<file path="src/rtl/neck_pkg.sv">
// Shared definitions for the necking-detection chain.
//   - DIF_GUARD / dif_width(): difference outputs carry three guard bits over
//     the sample width so that d3 (|coeffs| summing to 8) never wraps.
//   - neck_state_t: judge FSM state encodings.
//   - bits_for(): width needed to hold a non-negative count value.
package neck_pkg;

  localparam int DIF_GUARD = 3;

  typedef enum logic [2:0] {
    WARMUP  = 3'd0,
    ARMED   = 3'd1,
    CONFIRM = 3'd2,
    FIRE    = 3'd3,
    BLANK   = 3'd4
  } neck_state_t;

  function automatic int dif_width(input int data_w);
    return data_w + DIF_GUARD;
  endfunction

  // Smallest width (at least 1) able to represent max_val.
  function automatic int bits_for(input int max_val);
    int w;
    w = 1;
    while (w < 31 && (1 << w) <= max_val) w = w + 1;
    return w;
  endfunction

endpackage

</file>
<file path="src/rtl/neck_diff_engine.sv">
// History buffer and first/second/third difference stage.
// Ports:
//   clk, rst          clock, synchronous active-high reset
//   sample_valid      one-cycle strobe qualifying sample_data
//   sample_data       signed filtered sample
//   dif_valid         one-cycle strobe, d1/d2/d3 were just updated
//   d1, d2, d3        signed differences over STRIDE samples (registered)
//   fill_done         history holds the full 3*STRIDE+1 sample window
module neck_diff_engine
  import neck_pkg::*;
#(
  parameter  int DATA_W = 12,
  parameter  int STRIDE = 1,
  localparam int DIF_W  = dif_width(DATA_W)
) (
  input  logic                     clk,
  input  logic                     rst,
  input  logic                     sample_valid,
  input  logic signed [DATA_W-1:0] sample_data,
  output logic                     dif_valid,
  output logic signed [DIF_W-1:0]  d1,
  output logic signed [DIF_W-1:0]  d2,
  output logic signed [DIF_W-1:0]  d3,
  output logic                     fill_done
);

  // Only the 3*STRIDE previous samples are stored; the incoming sample
  // completes the 3*STRIDE+1 window, so differences are formed in the
  // same cycle the sample arrives and registered at the next edge.
  localparam int HIST_LEN = 3 * STRIDE;
  localparam int FILL_MAX = 3 * STRIDE + 1;
  localparam int FILL_W   = bits_for(FILL_MAX);
  localparam logic [FILL_W-1:0] FILL_FULL = FILL_W'(FILL_MAX);
  localparam logic [FILL_W-1:0] FILL_LAST = FILL_W'(FILL_MAX - 1);

  logic signed [DATA_W-1:0] hist_reg  [HIST_LEN];
  logic signed [DATA_W-1:0] hist_next [HIST_LEN];
  logic [FILL_W-1:0]        fill_reg;
  logic                     dif_valid_reg;
  logic signed [DIF_W-1:0]  d1_reg, d2_reg, d3_reg;
  logic signed [DIF_W-1:0]  x0, xs, x2s, x3s;
  logic signed [DIF_W-1:0]  d1_next, d2_next, d3_next;
  logic                     emit;

  // hist_reg[k] holds x[n-1-k] relative to the incoming sample x[n].
  generate
    for (genvar gi = 0; gi < HIST_LEN; gi++) begin : g_shift
      if (gi == 0) begin : g_head
        assign hist_next[gi] = sample_data;
      end else begin : g_body
        assign hist_next[gi] = hist_reg[gi-1];
      end
    end
  endgenerate

  assign x0  = {{DIF_GUARD{sample_data[DATA_W-1]}}, sample_data};
  assign xs  = {{DIF_GUARD{hist_reg[STRIDE-1][DATA_W-1]}}, hist_reg[STRIDE-1]};
  assign x2s = {{DIF_GUARD{hist_reg[2*STRIDE-1][DATA_W-1]}}, hist_reg[2*STRIDE-1]};
  assign x3s = {{DIF_GUARD{hist_reg[3*STRIDE-1][DATA_W-1]}}, hist_reg[3*STRIDE-1]};

  // Intermediate terms may wrap, but every final value fits DIF_W, so
  // two's-complement arithmetic still yields the exact result.
  assign d1_next = x0 - xs;
  assign d2_next = x0 - (xs <<< 1) + x2s;
  assign d3_next = x0 - ((xs <<< 1) + xs) + ((x2s <<< 1) + x2s) - x3s;

  // Emit once this sample completes (or extends) a full window.
  assign emit = sample_valid && (fill_reg >= FILL_LAST);

  always_ff @(posedge clk) begin
    if (rst) begin
      for (int i = 0; i < HIST_LEN; i++) hist_reg[i] <= '0;
      fill_reg      <= '0;
      dif_valid_reg <= 1'b0;
      d1_reg        <= '0;
      d2_reg        <= '0;
      d3_reg        <= '0;
    end else begin
      dif_valid_reg <= emit;
      if (sample_valid) begin
        hist_reg <= hist_next;
        if (fill_reg != FILL_FULL) fill_reg <= fill_reg + 1'b1;
      end
      if (emit) begin
        d1_reg <= d1_next;
        d2_reg <= d2_next;
        d3_reg <= d3_next;
      end
    end
  end

  assign dif_valid = dif_valid_reg;
  assign d1        = d1_reg;
  assign d2        = d2_reg;
  assign d3        = d3_reg;
  assign fill_done = (fill_reg == FILL_FULL);

endmodule

</file>
<file path="src/rtl/neck_detect_core.sv">
// Necking detector: difference engine plus a judge FSM that qualifies
// threshold hits over CONFIRM_N consecutive difference samples, drives a
// timed necking output and then blanks the judge for BLANK_SMP samples.
// Ports:
//   clk, rst          clock, synchronous active-high reset
//   en                judge enable (history/differences update regardless)
//   sample_valid      one-cycle strobe for sample_data
//   sample_data       signed filtered sample
//   th1, th2, th3     signed thresholds for d1/d2/d3 (strict greater-than)
//   dif_valid         one-cycle strobe, d1/d2/d3 updated
//   d1, d2, d3        registered differences
//   necking_signal    high for exactly HOLD_CYC cycles per detection
//   neck_pulse        one-cycle pulse on the rising edge of necking_signal
//   busy              high while firing or blanking
module neck_detect_core
  import neck_pkg::*;
#(
  parameter  int DATA_W    = 12,
  parameter  int STRIDE    = 1,
  parameter  int CONFIRM_N = 3,
  parameter  int HOLD_CYC  = 1000,
  parameter  int BLANK_SMP = 64,
  localparam int DIF_W     = dif_width(DATA_W)
) (
  input  logic                     clk,
  input  logic                     rst,
  input  logic                     en,
  input  logic                     sample_valid,
  input  logic signed [DATA_W-1:0] sample_data,
  input  logic signed [DIF_W-1:0]  th1,
  input  logic signed [DIF_W-1:0]  th2,
  input  logic signed [DIF_W-1:0]  th3,
  output logic                     dif_valid,
  output logic signed [DIF_W-1:0]  d1,
  output logic signed [DIF_W-1:0]  d2,
  output logic signed [DIF_W-1:0]  d3,
  output logic                     necking_signal,
  output logic                     neck_pulse,
  output logic                     busy
);

  localparam int HOLD_W  = bits_for(HOLD_CYC - 1);
  localparam int BLANK_W = bits_for(BLANK_SMP);
  localparam logic [HOLD_W-1:0]  HOLD_LAST  = HOLD_W'(HOLD_CYC - 1);
  localparam logic [BLANK_W-1:0] BLANK_LAST = BLANK_W'((BLANK_SMP > 0) ? BLANK_SMP - 1 : 0);
  localparam logic [3:0]         CNT_TARGET = 4'(CONFIRM_N);

  logic        fill_done;
  logic        hit;

  neck_state_t          state_reg, state_next;
  logic [3:0]           cnt_reg, cnt_next;
  logic [HOLD_W-1:0]    hold_reg, hold_next;
  logic [BLANK_W-1:0]   blank_reg, blank_next;
  logic                 necking_reg, pulse_reg, busy_reg;

  neck_diff_engine #(
    .DATA_W (DATA_W),
    .STRIDE (STRIDE)
  ) u_diff (
    .clk          (clk),
    .rst          (rst),
    .sample_valid (sample_valid),
    .sample_data  (sample_data),
    .dif_valid    (dif_valid),
    .d1           (d1),
    .d2           (d2),
    .d3           (d3),
    .fill_done    (fill_done)
  );

  assign hit = dif_valid && en && (d1 > th1) && (d2 > th2) && (d3 > th3);

  always_comb begin
    state_next = state_reg;
    cnt_next   = cnt_reg;
    hold_next  = hold_reg;
    blank_next = blank_reg;
    case (state_reg)
      // The first valid difference coincides with fill_done, so WARMUP
      // judges that sample as ARMED would rather than dropping it.
      WARMUP, ARMED: begin
        if (state_reg == ARMED || fill_done) begin
          state_next = ARMED;
          cnt_next   = '0;
          if (hit) begin
            cnt_next = 4'd1;
            if (CONFIRM_N == 1) begin
              state_next = FIRE;
              hold_next  = '0;
            end else begin
              state_next = CONFIRM;
            end
          end
        end
      end
      CONFIRM: begin
        if (!en) begin
          cnt_next   = '0;
          state_next = ARMED;
        end else if (dif_valid) begin
          if (hit) begin
            cnt_next = cnt_reg + 4'd1;
            if (cnt_reg + 4'd1 == CNT_TARGET) begin
              state_next = FIRE;
              hold_next  = '0;
            end
          end else begin
            cnt_next   = '0;
            state_next = ARMED;
          end
        end
      end
      FIRE: begin
        if (hold_reg == HOLD_LAST) begin
          cnt_next   = '0;
          blank_next = '0;
          state_next = (BLANK_SMP == 0) ? ARMED : BLANK;
        end else begin
          hold_next = hold_reg + 1'b1;
        end
      end
      BLANK: begin
        if (dif_valid) begin
          if (blank_reg == BLANK_LAST) state_next = ARMED;
          else                         blank_next = blank_reg + 1'b1;
        end
      end
      default: state_next = WARMUP;
    endcase
  end

  // Outputs are registered from the next state so they line up with the
  // state register and carry no decode glitches.
  always_ff @(posedge clk) begin
    if (rst) begin
      state_reg   <= WARMUP;
      cnt_reg     <= '0;
      hold_reg    <= '0;
      blank_reg   <= '0;
      necking_reg <= 1'b0;
      pulse_reg   <= 1'b0;
      busy_reg    <= 1'b0;
    end else begin
      state_reg   <= state_next;
      cnt_reg     <= cnt_next;
      hold_reg    <= hold_next;
      blank_reg   <= blank_next;
      necking_reg <= (state_next == FIRE);
      pulse_reg   <= (state_next == FIRE) && (state_reg != FIRE);
      busy_reg    <= (state_next == FIRE) || (state_next == BLANK);
    end
  end

  assign necking_signal = necking_reg;
  assign neck_pulse     = pulse_reg;
  assign busy           = busy_reg;

endmodule

</file>
<file path="config.mk">
export PLATFORM = sky130hd
export DESIGN_NAME = neck_detect_core
export DESIGN_NICKNAME = d
export VERILOG_FILES = /design/src/rtl/neck_pkg.sv /design/src/rtl/neck_diff_engine.sv /design/src/rtl/neck_detect_core.sv
export SDC_FILE = /design/constraint.sdc
export NUM_CORES = 1
export LEC_CHECK = 0
export ABC_CLOCK_PERIOD_IN_PS = 4600
export BUFFER_PORTS_ARGS = -buffer_cell sky130_fd_sc_hd__clkbuf_2
export CAP_MARGIN = 20
export CORE_AREA = 2 2 127 129
export CTS_CLUSTER_SIZE = 8
export DETAILED_ROUTE_END_ITERATION = 12
export DIE_AREA = 0 0 129 131
export PLACE_DENSITY = 0.88
export SETUP_SLACK_MARGIN = 0.02
export SYNTH_ARGS = -nofsm -noshare
export SYNTH_HDL_FRONTEND = slang
export SYNTH_HIERARCHICAL = 1
export SYNTH_SLANG_ARGS = --single-unit
</file>
<file path="constraint.sdc">
create_clock -name clk -period 4.6 [get_ports clk]
set_clock_uncertainty 0.1 [all_clocks]
set_input_delay 0.92 -clock clk [delete_from_list [all_inputs] [get_ports clk]]
set_output_delay 0.92 -clock clk [all_outputs]
set_load 0.05 [all_outputs]
</file>
# After elaboration in Yosys (flattened, before gate mapping)
# Cells that the tools add are included.
dict set report totals {
  register_bits 112
  out_inout_bits 49
  wordCells 97
}
dict set report classes {
  n_addsub 12
  order_cmp 4
  n_eq_ne 22
  muxes 27
  reduce_logical 17
}
# cell n
set op_table {}
lappend op_table {{$mux W10} 5}
lappend op_table {{$gt A15 B15 Y1} 3}
lappend op_table {{$add A13 B12 Y14} 2}
lappend op_table {{$mux W3} 8}
lappend op_table {{$mux W7} 3}
lappend op_table {{$mux W4} 5}
lappend op_table {{$pmux W10 S2} 1}
lappend op_table {{$add A14 B12 Y15} 1}
lappend op_table {{$add A15 B15 Y15} 1}
lappend op_table {{$sub A12 B14 Y15} 1}
lappend op_table {{$sub A15 B12 Y15} 1}
lappend op_table {{$ne A2 B2 Y1 const B} 7}
lappend op_table {{$pmux W7 S2} 1}
lappend op_table {{$sub A12 B13 Y14} 1}
lappend op_table {{$sub A12 B12 Y13} 1}
lappend op_table {{$pmux W3 S4} 1}
lappend op_table {{$pmux W4 S3} 1}
lappend op_table {{$add A10 B1 Y10 const B} 1}
lappend op_table {{$eq A10 B10 Y1 const B} 1}
lappend op_table {{$eq A3 B2 Y1 const B} 3}
lappend op_table {{$eq A3 B3 Y1 const B} 3}
lappend op_table {{$reduce_and A4 Y1} 2}
lappend op_table {{$add A7 B1 Y7 const B} 1}
lappend op_table {{$eq A7 B6 Y1 const B} 1}
lappend op_table {{other kinds (18)} 27}

# Longest topological paths before layout
# Gate-level depths: netlist of the first run.
dict set report depth {
  depth_word 10
  ltp_mapped 15
}

# Hierarchy
# The synthesis of the first run kept the hierarchy.
# module n_inst cells_per_inst area_per_inst_um2
set by_module_without_submodules {}
lappend by_module_without_submodules {neck_diff_engine 1 731 6447.4}
lappend by_module_without_submodules {neck_detect_core 1 348 2735.1}

# Worst setup path after synthesis of the first run
# OpenSTA, ideal clock, no wires.
dict set report synth_path {
  path_type {input port to flip-flop}
  start {input sample_data[1]}
  end {register u_diff.d3_reg[11], in the netlist u_diff/d3[11]}
  t_arrival_ps 4036
  t_required_ps 4368
  path_slack_ps 332
  path_stages 13
  path_buffers 0
  cell_sequence {inv_1 -> fa_1 -> ha_1 -> fa_1 -> inv_1 -> ha_1 -> fa_1 -> a21oi_1 -> o21ai_1 -> and4_1 -> or4_1 -> nand3_1 -> a21oi_1}
}
dict set report synth_via {
  elab_chain_cells 3
}
# element line
set synth_lines {}
lappend synth_lines {{start: declaration} neck_detect_core.sv:29} ;# input logic signed [DATA_W-1:0] sample_data,
lappend synth_lines {{$sub A12 B14 Y15} neck_diff_engine.sv:65} ;# assign d3_next = x0 - ((xs <<< 1) + xs) + ((x2s <<< 1) + x2s) - x3s;
lappend synth_lines {{$add A15 B15 Y15} neck_diff_engine.sv:65}
lappend synth_lines {{$sub A15 B12 Y15} neck_diff_engine.sv:65}
lappend synth_lines {{end signal: assignment} neck_diff_engine.sv:87} ;# d3_reg <= d3_next;
lappend synth_lines {{end: declaration} neck_diff_engine.sv:40} ;# logic signed [DIF_W-1:0] d1_reg, d2_reg, d3_reg;
# Every way passes these cells.
# A chain may end at the register's enable or synchronous reset.

# Final worst setup path of the first run
# Ends and elaborated chain as after synthesis.

==> results by group, run 1 <==
Timing
  – Worst-Margin Slew: slightly above 900 ps
  – Hold Vio Cnt, Final: 0
  – Period Utilization, post-route: about nine tenths
  – Worst hold margin: ~380 ps
  – F_max: 236.9 MHz
  – Setup_tns: 0 ps
  – Relative slew slack: a little under two fifths
  – Finish-stage setup viols: 0
  – Max Slew Vio Count: 0
  – RSZ-0062 raised after global routing: false
  – Period minus WS final: 4221 ps

Routing
  – 1st-pass router iterations: 5
  – Total length of routed wires: between 20000 and 25000 um
  – Residual DRC count: 0
  – Via count: ~7800
  – 1st-iter DRT viols: between 500 and 600
  – Routed wire per std cell: roughly 16 um
  – Final ANT Viol Nets: 0
  – Vias per cell: 5.610

Floorplanning
  – Core box area: between 15000 and 20000 um^2
  – Die span in x: roughly 130 um
  – Ports: 110
  – Die area: 16900 um^2
  – Initial core utilization: about three fifths
  – Site row count: 46
  – Chip height: 131 um

Place
  – Post-DP HPWL: approximately 17000 um
  – Placed Area: slightly below 10000 um^2
  – IO Port Bufs: 109
  – Final Wtd Congestion: 0.9154
  – Placed cell count: roughly 1400

Final layout
  – N_diodes: 0
  – Layout cells sized above 1: between 10% and 20%
  – Post-layout nets: 1389
  – Storage element area: roughly 2200 um^2
  – Area taken by multi-input logic gates: slightly above 6000 um^2
  – Max reg flops: 24
  – Fillers: 1237
  – Area delta synth->final: 10.70%
  – Finished Cell Area: roughly 10000 um^2
  – Finished Layout Cells: approximately 1400

Min path
  – Worst hold path type: flip-flop to flip-flop
  – Worst hold path startpoint: hold_reg[8]
  – Hold depth: 2
  – Worst Hold Path EP: hold_reg[8]

Synthesis
  – Area of the mapped netlist: 9183 um^2
  – Post-synth EDFFs: 0
  – Synth Flop Type: dfxtp_1
  – Gate Count Post-Synth: 1079
  – Fraction of registers with async set/reset: 0%
  – Distinct cell type count after synthesis: 76
  – Mapped Avg Cell Area: roughly 8.5 um^2
  – Seq cells post-synth: 110
  – Yosys Warn Count: 6
  – Net count after synthesis: ~1300
  – Post-synthesis sequential area ratio: a little under a quarter

Global routing
  – Vias in the first global route: between 7000 and 8000
  – Initial antenna violation count: 0
  – GR Overflow Total: 0
  – Global-route wire length before repair: 35500 um
  – Global Route Usage Sum: between 20% and 30%
  – Largest net degree at the start of global routing: 90

Clock network
  – Worst skew pair latency: about 370 ps
  – CTS tree: done
  – CTS H-tree depth: 3
  – Clock transition at path regs: around 80 ps
  – Post-CTS setup buffer count: 0
  – CTS Hold Bufs: 0
  – Num CTS Buffers: 9
  – Clock buffer depth: 2
  – Root Buffer: clkbuf_16
  – CTS resizes: 0
  – Clock sinks: 110

Pwr
  – Power per standard cell area: between 300 and 400 nW/um^2
  – Peak supply drop: about 0.00024 V
  – LEAKAGE: slightly below 0.005 uW
  – Power Total: roughly 3200 uW

Worst setup path
  – RR Startpoint: u_diff/hist_next[13]
  – Crit start category: primary input
  – Crit Path Max Fanout: 3
  – Reg2reg end: u_diff/d3[11]
  – CP required: ~4700 ps
  – R2R depth: 13
  – Critical path type: primary input to flip-flop
  – Worst reg2reg setup slack: slightly above 400 ps
  – Arrival @ worst endpoint: around 4300 ps
  – CP endpoint kind: flip-flop

Flow run
  – Number of max-cap violations: 0

Run status
  – Outcome: finished clean
logic make-up (layout without fill, tap and decap cells):
family	count (synthesis)	after routing	share of synthesized area (%)
multiplexers	51	51	5.668
flip-flops	110	110	23.98
AO/OA/AOI/OAI	212	212	15.57
adder cells (fa/ha/maj)	157	157	26.38
buffers and inverters	231	328	10.11
AND/OR/NAND/NOR	287	287	15.33
XOR/XNOR	31	31	2.957
area by class of cell:
| class | count | area share [%] |
|---|---|---|
| Clock buffer | 9 | 2.216 |
| Timing Repair Buffer | 115 | 5.810 |
| Inverter | 197 | 7.275 |
| Clock inverter | 7 | 0.8370 |
| Sequential cell | 110 | 21.66 |
| Multi-Input combinational cell | 738 | 59.54 |
| Tap cell | 216 | 2.659 |
metal layers:
layer / wire length [um] / track usage (%) / vias to the layer above / share of wire (%)
met3: 1497 / 5.700 / 46 / 6.9
met1: 9331 / 33.17 / 3677 / 43
li1: - / - / 3818 / -
met2: 10250 / 44.66 / 268 / 47
met5: 0 / 0 / - / 0
met4: 603 / 10.81 / 0 / 2.8
where the power goes:
group | switching, uW | total (uW) | internal, uW
combinational | 820 | 1350 | 535
sequential | 41.6 | 1030 | 986
clock | 387 | 821 | 434
total | 1250 | 3200 | 1950
worst max path at each step:
stage,startpoint,end,slack [ps],cells after the start
final,sample_data[1],u_diff/d3[11],380,14
after global routing,u_diff/hist_next[13],u_diff/d3[11],220,13
after CTS,sample_data[1],u_diff/d3[11],400,14
after detailed placement,sample_data[1],u_diff/d3[11],10,14
after global placement,sample_data[2],u_diff/d3[11],90,13
after floorplan,sample_data[1],u_diff/d3[11],330,13
synth_stat cells (all sizes together), types with 15 or more instances:
cell type	n	area share, %
inv	197	8.1
dfxtp	110	24
ha	96	13
nor2	81	3.3
nand2	78	3.2
a21oi	71	3.9
fa	61	13
mux2i	49	5.3
o21ai	41	2.3
nand3	28	1.6
xnor2	22	2.1
buf	21	1.4
nand2b	20	1.4
a211oi	15	1.4
nand4	15	1.0
o21a	15	1.2
placed cells by master (no fill, tap or decap), types with 34 or more instances in the layout:
master	netlist	routed
dfxtp_1	110	110
clkbuf_2	0	108
a21oi_1	70	70
nor2_1	81	81
nand2_1	78	78
mux2i_1	49	49
ha_1	96	96
inv_1	197	197
fa_1	61	61
o21ai_0	34	34
worst max-delay path: stages:
cell	delay, ps
clkbuf_2	120
inv_1	80
fa_1	490
ha_1	310
fa_1	530
inv_1	40
ha_1	240
fa_1	420
a21oi_1	200
o21ai_1	130
and4_1	210
or4_1	460
nand3_1	100
a21oi_1	80
through the flow:
stage | setup slack [ps] | utilization [%]
6_report | 378.6 | 65.17
5_1_grt | 217.1 | 65.17
4_1_cts | 403.2 | 65.17
3_5_place_dp | 14.09 | 63.18
3_3_place_gp | 89.79 | 63.18
2_1_floorplan | 332.2 | -
Power figures use the tool's default switching activity.
==> run 2, diff against run 1 <==
- PLACE_DENSITY: 0.88 -> 0.81
==> run 2 against run 1 <==
  * Cell count is 0.22% higher
  * Routed wire length is 1.2% lower
  * Die area stayed put
  * Non-clock buffer count is 3 higher
  * Register-to-register slack better by 40 ps
  * Combinational power hardly changed
  * Global-route usage is 0.71 points lower
  * Setup slack better by 54 ps
  * Critical path depth is 1 higher
  * Fmax is 1.3% higher
  * Critical path type unchanged
  * Critical endpoint is now u_diff/d3[14]
  * Highest routed layer unchanged
==> results by group, run 2 (synthesized netlist as in run 1, its figures left out) <==
Floorplanning
  – Die area: ~17000 um^2
  – Chip height: 131 um
  – Initial core utilization: 58.87%
  – Ports: 110
  – Core box area: 15600 um^2
  – Site row count: 46
  – Die span in x: around 130 um

Clock network
  – Root Buffer: clkbuf_16
  – Clock transition at path regs: 80 ps
  – Worst skew pair latency: 370 ps
  – CTS resizes: 0
  – CTS tree: done
  – Post-CTS setup buffer count: 0
  – CTS Hold Bufs: 0
  – CTS H-tree depth: 3
  – Num CTS Buffers: 9
  – Clock sinks: 110
  – Clock buffer depth: 2

Timing
  – Worst-Margin Slew: around 900 ps
  – Setup ws final: roughly 430 ps
  – Worst hold margin: 379.0 ps
  – Period minus WS final: about 4200 ps
  – Relative slew slack: around 39%
  – Setup_tns: 0 ps
  – Finish-stage setup viols: 0
  – Hold Vio Cnt, Final: 0
  – Max Slew Vio Count: 0
  – RSZ-0062 raised after global routing: false
  – Period Utilization, post-route: between 90% and 100%
  – F_max: 239.9 MHz

Min path
  – Worst hold path type: flip-flop to flip-flop
  – Worst hold path startpoint: hold_reg[8]

Place
  – Post-DP HPWL: 17220 um
  – Post-Place Setup Slack: 72.73 ps
  – IO Port Bufs: between 100 and 150
  – Final Wtd Congestion: between 0.9 and 1
  – Placed Area: approximately 10000 um^2

Pwr
  – Peak supply drop: about 0.00024 V
  – LEAKAGE: between 0.004 and 0.005 uW
  – Power per standard cell area: between 300 and 400 nW/um^2

Routing
  – Final ANT Viol Nets: 0
  – Residual DRC count: 0
  – Total length of routed wires: 21440 um
  – 1st-pass router iterations: 5
  – Via count: approximately 7700
  – 1st-iter DRT viols: 562
  – Vias per cell: ~5.5
  – Routed wire per std cell: 15.37 um

Worst setup path
  – CP required: between 4000 and 5000 ps
  – Crit path launch: sample_data[8]
  – CP endpoint kind: flip-flop
  – Crit start category: primary input
  – Critical path type: primary input to flip-flop
  – RR Startpoint: u_diff/hist_next[13]
  – Arrival @ worst endpoint: roughly 4300 ps
  – Crit Path Max Fanout: 5

Global routing
  – Global Route Usage Sum: 25.76%
  – Global-route wire length before repair: ~34000 um
  – Initial antenna violation count: 0
  – Vias in the first global route: about 7200
  – Largest net degree at the start of global routing: between 40 and 50
  – GR Overflow Total: 0

Final layout
  – Post-layout nets: between 1000 and 1500
  – Max reg flops: 24
  – N_diodes: 0
  – Commonest non-fill, non-tap cells in the layout: inv_1 (197), dfxtp_1 (110), clkbuf_2 (108)
  – Final core occ: 65.14%
  – Fillers: roughly 1300
  – Area delta synth->final: 10.64%
  – Storage element area: between 2000 and 2500 um^2
  – Commonest non-fill, non-tap cell in the layout: inv_1
  – Layout cells sized above 1: a little over an eighth
  – Finished Cell Area: 10160 um^2
  – Area taken by multi-input logic gates: just over 6000 um^2

Flow run
  – Number of max-cap violations: 0

Run status
  – Outcome: finished clean
==> run 2: cell type report <==
type	count	area share, %
clock buffer	10	2.254
clock inverter	6	0.5296
inverter	197	7.278
multi-input combinational	738	59.57
sequential	110	21.67
tap	216	2.660
timing repair buffer	118	6.035
==> run 2: final timing paths <==
kind | endpoint | slack (ps) | cells after the start
worst min register to register | hold_reg[8] | 380 | 2
worst max-delay path | u_diff/d3[14] | 430 | 15
worst min-delay path | hold_reg[8] | 380 | 2
worst max register to register | u_diff/d3[11] | 450 | 13
==> run 2: power by group <==
part | switching (uW) | leakage (uW) | internal [uW]
registers | 42.1 | 0.000891 | 985
clock network | 389 | 0.000141 | 379
logic | 823 | 0.00389 | 552
==> run 2: routing by layer <==
layer  part of all wire, %  vias up  track usage, %
met5                     0        -               0
met4                   2.3        0           8.824
met3                   5.8       34           3.461
met2                    46      260           43.01
met1                    46     3600           34.66
li1                      -     3803               -
==> run 2: stage by stage <==
stage | instances | total power [uW]
after floorplan | 1079 | 2052
after global placement | 1379 | 2354
after detailed placement | 1379 | 2387
after CTS | 1395 | 3166
after global routing | 1395 | 3370
final | 1395 | 3170
==> run 2: worst max-delay path: stages <==
cell,delay [ps]
clkbuf_2,110
inv_1,90
fa_1,540
inv_1,50
fa_1,470
inv_1,50
fa_1,530
inv_1,40
ha_1,340
a21o_1,210
a221o_1,360
a31oi_2,220
a21oi_1,110
xnor2_1,160
a21oi_1,80
==> run 3, diff against run 2 <==
- ABC_CLOCK_PERIOD_IN_PS: 4600 -> 5170
- CORE_AREA: 2 2 127 129 -> 2 2 122 124
- DIE_AREA: 0 0 129 131 -> 0 0 124 126
- PLACE_DENSITY: 0.81 -> 0.87
- clock period: 4.6 -> 5.17 ns (I/O delays scaled with it)
==> run 3 against run 2 <==
  * Clock-buffer cell count fell by 1
  * Combinational power fell by 12%
  * Cell area fell by 0.70%
  * Sequential share of layout area grew 0.15 points
  * Via count is 1.2% higher
  * Flip-flop and latch count unchanged
  * Register-to-register slack improved by 500 ps
  * Routed wire length about the same
  * Critical path type unchanged
  * Largest cell class unchanged
==> results by group, run 3 (synthesized netlist as in run 1, its figures left out) <==
Run status
  – Outcome: finished clean

Floorplanning
  – Core box area: approximately 14000 um^2
  – Die area: about 16000 um^2
  – Die span in x: between 100 and 150 um
  – Initial core utilization: roughly 64%
  – Site row count: between 40 and 50
  – Ports: 110
  – Chip height: 126 um

Pwr
  – Peak supply drop: just over 0.0002 V
  – LEAKAGE: around 0.0049 uW
  – Power per standard cell area: ~280 nW/um^2

Final layout
  – Finished Layout Cells: 1358
  – N_diodes: 0
  – Post-layout nets: 1387
  – Storage element area: roughly 2200 um^2
  – Area taken by multi-input logic gates: slightly above 6000 um^2
  – Final core occ: between 70 and 80%
  – Max reg flops: 24
  – Layout cells sized above 1: 12.95%
  – Area delta synth->final: 9.865%
  – Commonest non-fill, non-tap cells in the layout: inv_1 (197), dfxtp_1 (110), clkbuf_2 (108)
  – Commonest non-fill, non-tap cell in the layout: inv_1
  – Fillers: 1106

Clock network
  – Worst skew pair latency: around 370 ps
  – CTS tree: done
  – Num CTS Buffers: 9
  – Clock sinks: 110
  – Root Buffer: clkbuf_16
  – CTS H-tree depth: 3
  – CTS resizes: 0
  – Clock transition at path regs: 80 ps
  – Post-CTS setup buffer count: 0
  – Clock buffer depth: 2
  – CTS Hold Bufs: 0

Place
  – Final Wtd Congestion: around 0.9
  – Post-Place Setup Slack: between 400 and 500 ps
  – Post-DP HPWL: ~17000 um
  – IO Port Bufs: between 100 and 150
  – Placed cell count: roughly 1300

Global routing
  – Global-route wire length before repair: roughly 35000 um
  – GR Overflow Total: 0
  – Initial antenna violation count: 0
  – Vias in the first global route: around 7500
  – Global Route Usage Sum: about 28%
  – Largest net degree at the start of global routing: 56

Routing
  – Residual DRC count: 0
  – Total length of routed wires: about 21000 um
  – Vias per cell: around 5.7
  – 1st-pass router iterations: 5
  – Via count: roughly 7800
  – 1st-iter DRT viols: ~600
  – Final ANT Viol Nets: 0
  – Routed wire per std cell: around 16 um

Timing
  – Period minus WS final: ~4400 ps
  – Relative slew slack: between 30% and 40%
  – Max Slew Vio Count: 0
  – F_max: around 230 MHz
  – RSZ-0062 raised after global routing: false
  – Period Utilization, post-route: 85.39%
  – Setup_tns: 0 ps
  – Finish-stage setup viols: 0
  – Worst-Margin Slew: just over 900 ps
  – Hold Vio Cnt, Final: 0
  – Setup ws final: between 700 and 800 ps

Worst setup path
  – CP endpoint kind: flip-flop
  – Arrival @ worst endpoint: roughly 4500 ps
  – Crit start category: primary input
  – Critical path type: primary input to flip-flop
  – Crit Path Max Fanout: 3
  – CP required: roughly 5300 ps

Min path
  – Worst hold path type: flip-flop to flip-flop

Flow run
  – Number of max-cap violations: 0
[run 3: final cells by class]
type / instances / share of cell area [%]
Clock inverter: 7 / 0.6325
Inverter: 197 / 7.330
Clock buffer: 9 / 2.232
Timing Repair Buffer: 113 / 5.705
Tap cell: 184 / 2.282
Sequential cell: 110 / 21.83
Multi-Input combinational cell: 738 / 59.99
[run 3: worst max-delay path, stage by stage]
cell and delay [ps]:
clkbuf_2 100, inv_1 110, fa_1 500, ha_1 310
fa_1 550, inv_1 50, ha_1 240, fa_1 410
a21oi_1 220, o21ai_1 140, and4_1 220, or4_1 490
nand3_1 100, a21oi_1 60
[run 3: path summary, 6_finish.rpt]
path,from,slack (ps),cells past startpoint,end
worst min register to register,u_diff/d1[2],380,2,u_diff/d1[2]
worst min-delay path,u_diff/d1[2],380,2,u_diff/d1[2]
worst max register to register,u_diff/hist_next[13],950,13,u_diff/d3[11]
worst max-delay path,sample_data[1],760,14,u_diff/d3[11]
[run 3: where the power goes]
group	leakage (uW)	internal [uW]	switching, uW	total, uW
Combinational	0.00387	472	733	1210
Sequential	0.000891	877	36.8	914
Clock	0.000142	339	353	692
Total	0.00490	1690	1120	2810
[run 3: stage by stage]
step / hold WS [ps] / area (um^2) / total power [uW]
floorplan: 341.8 / 9183 / 1825
global placement: 357.0 / 9799 / 2069
detailed placement: 362.9 / 9799 / 2102
CTS: 371.7 / 10090 / 2797
global route: 415.2 / 10090 / 2978
finish: 376.7 / 10090 / 2811
[run 3: per-layer routing]
metal	vias up	wire length (um)	GRT usage, %
met5	-	0	0
met3	37	1123	3.986
li1	3795	-	-
met2	256	10200	47.80
met1	3700	9608	36.88
met4	0	504	9.055
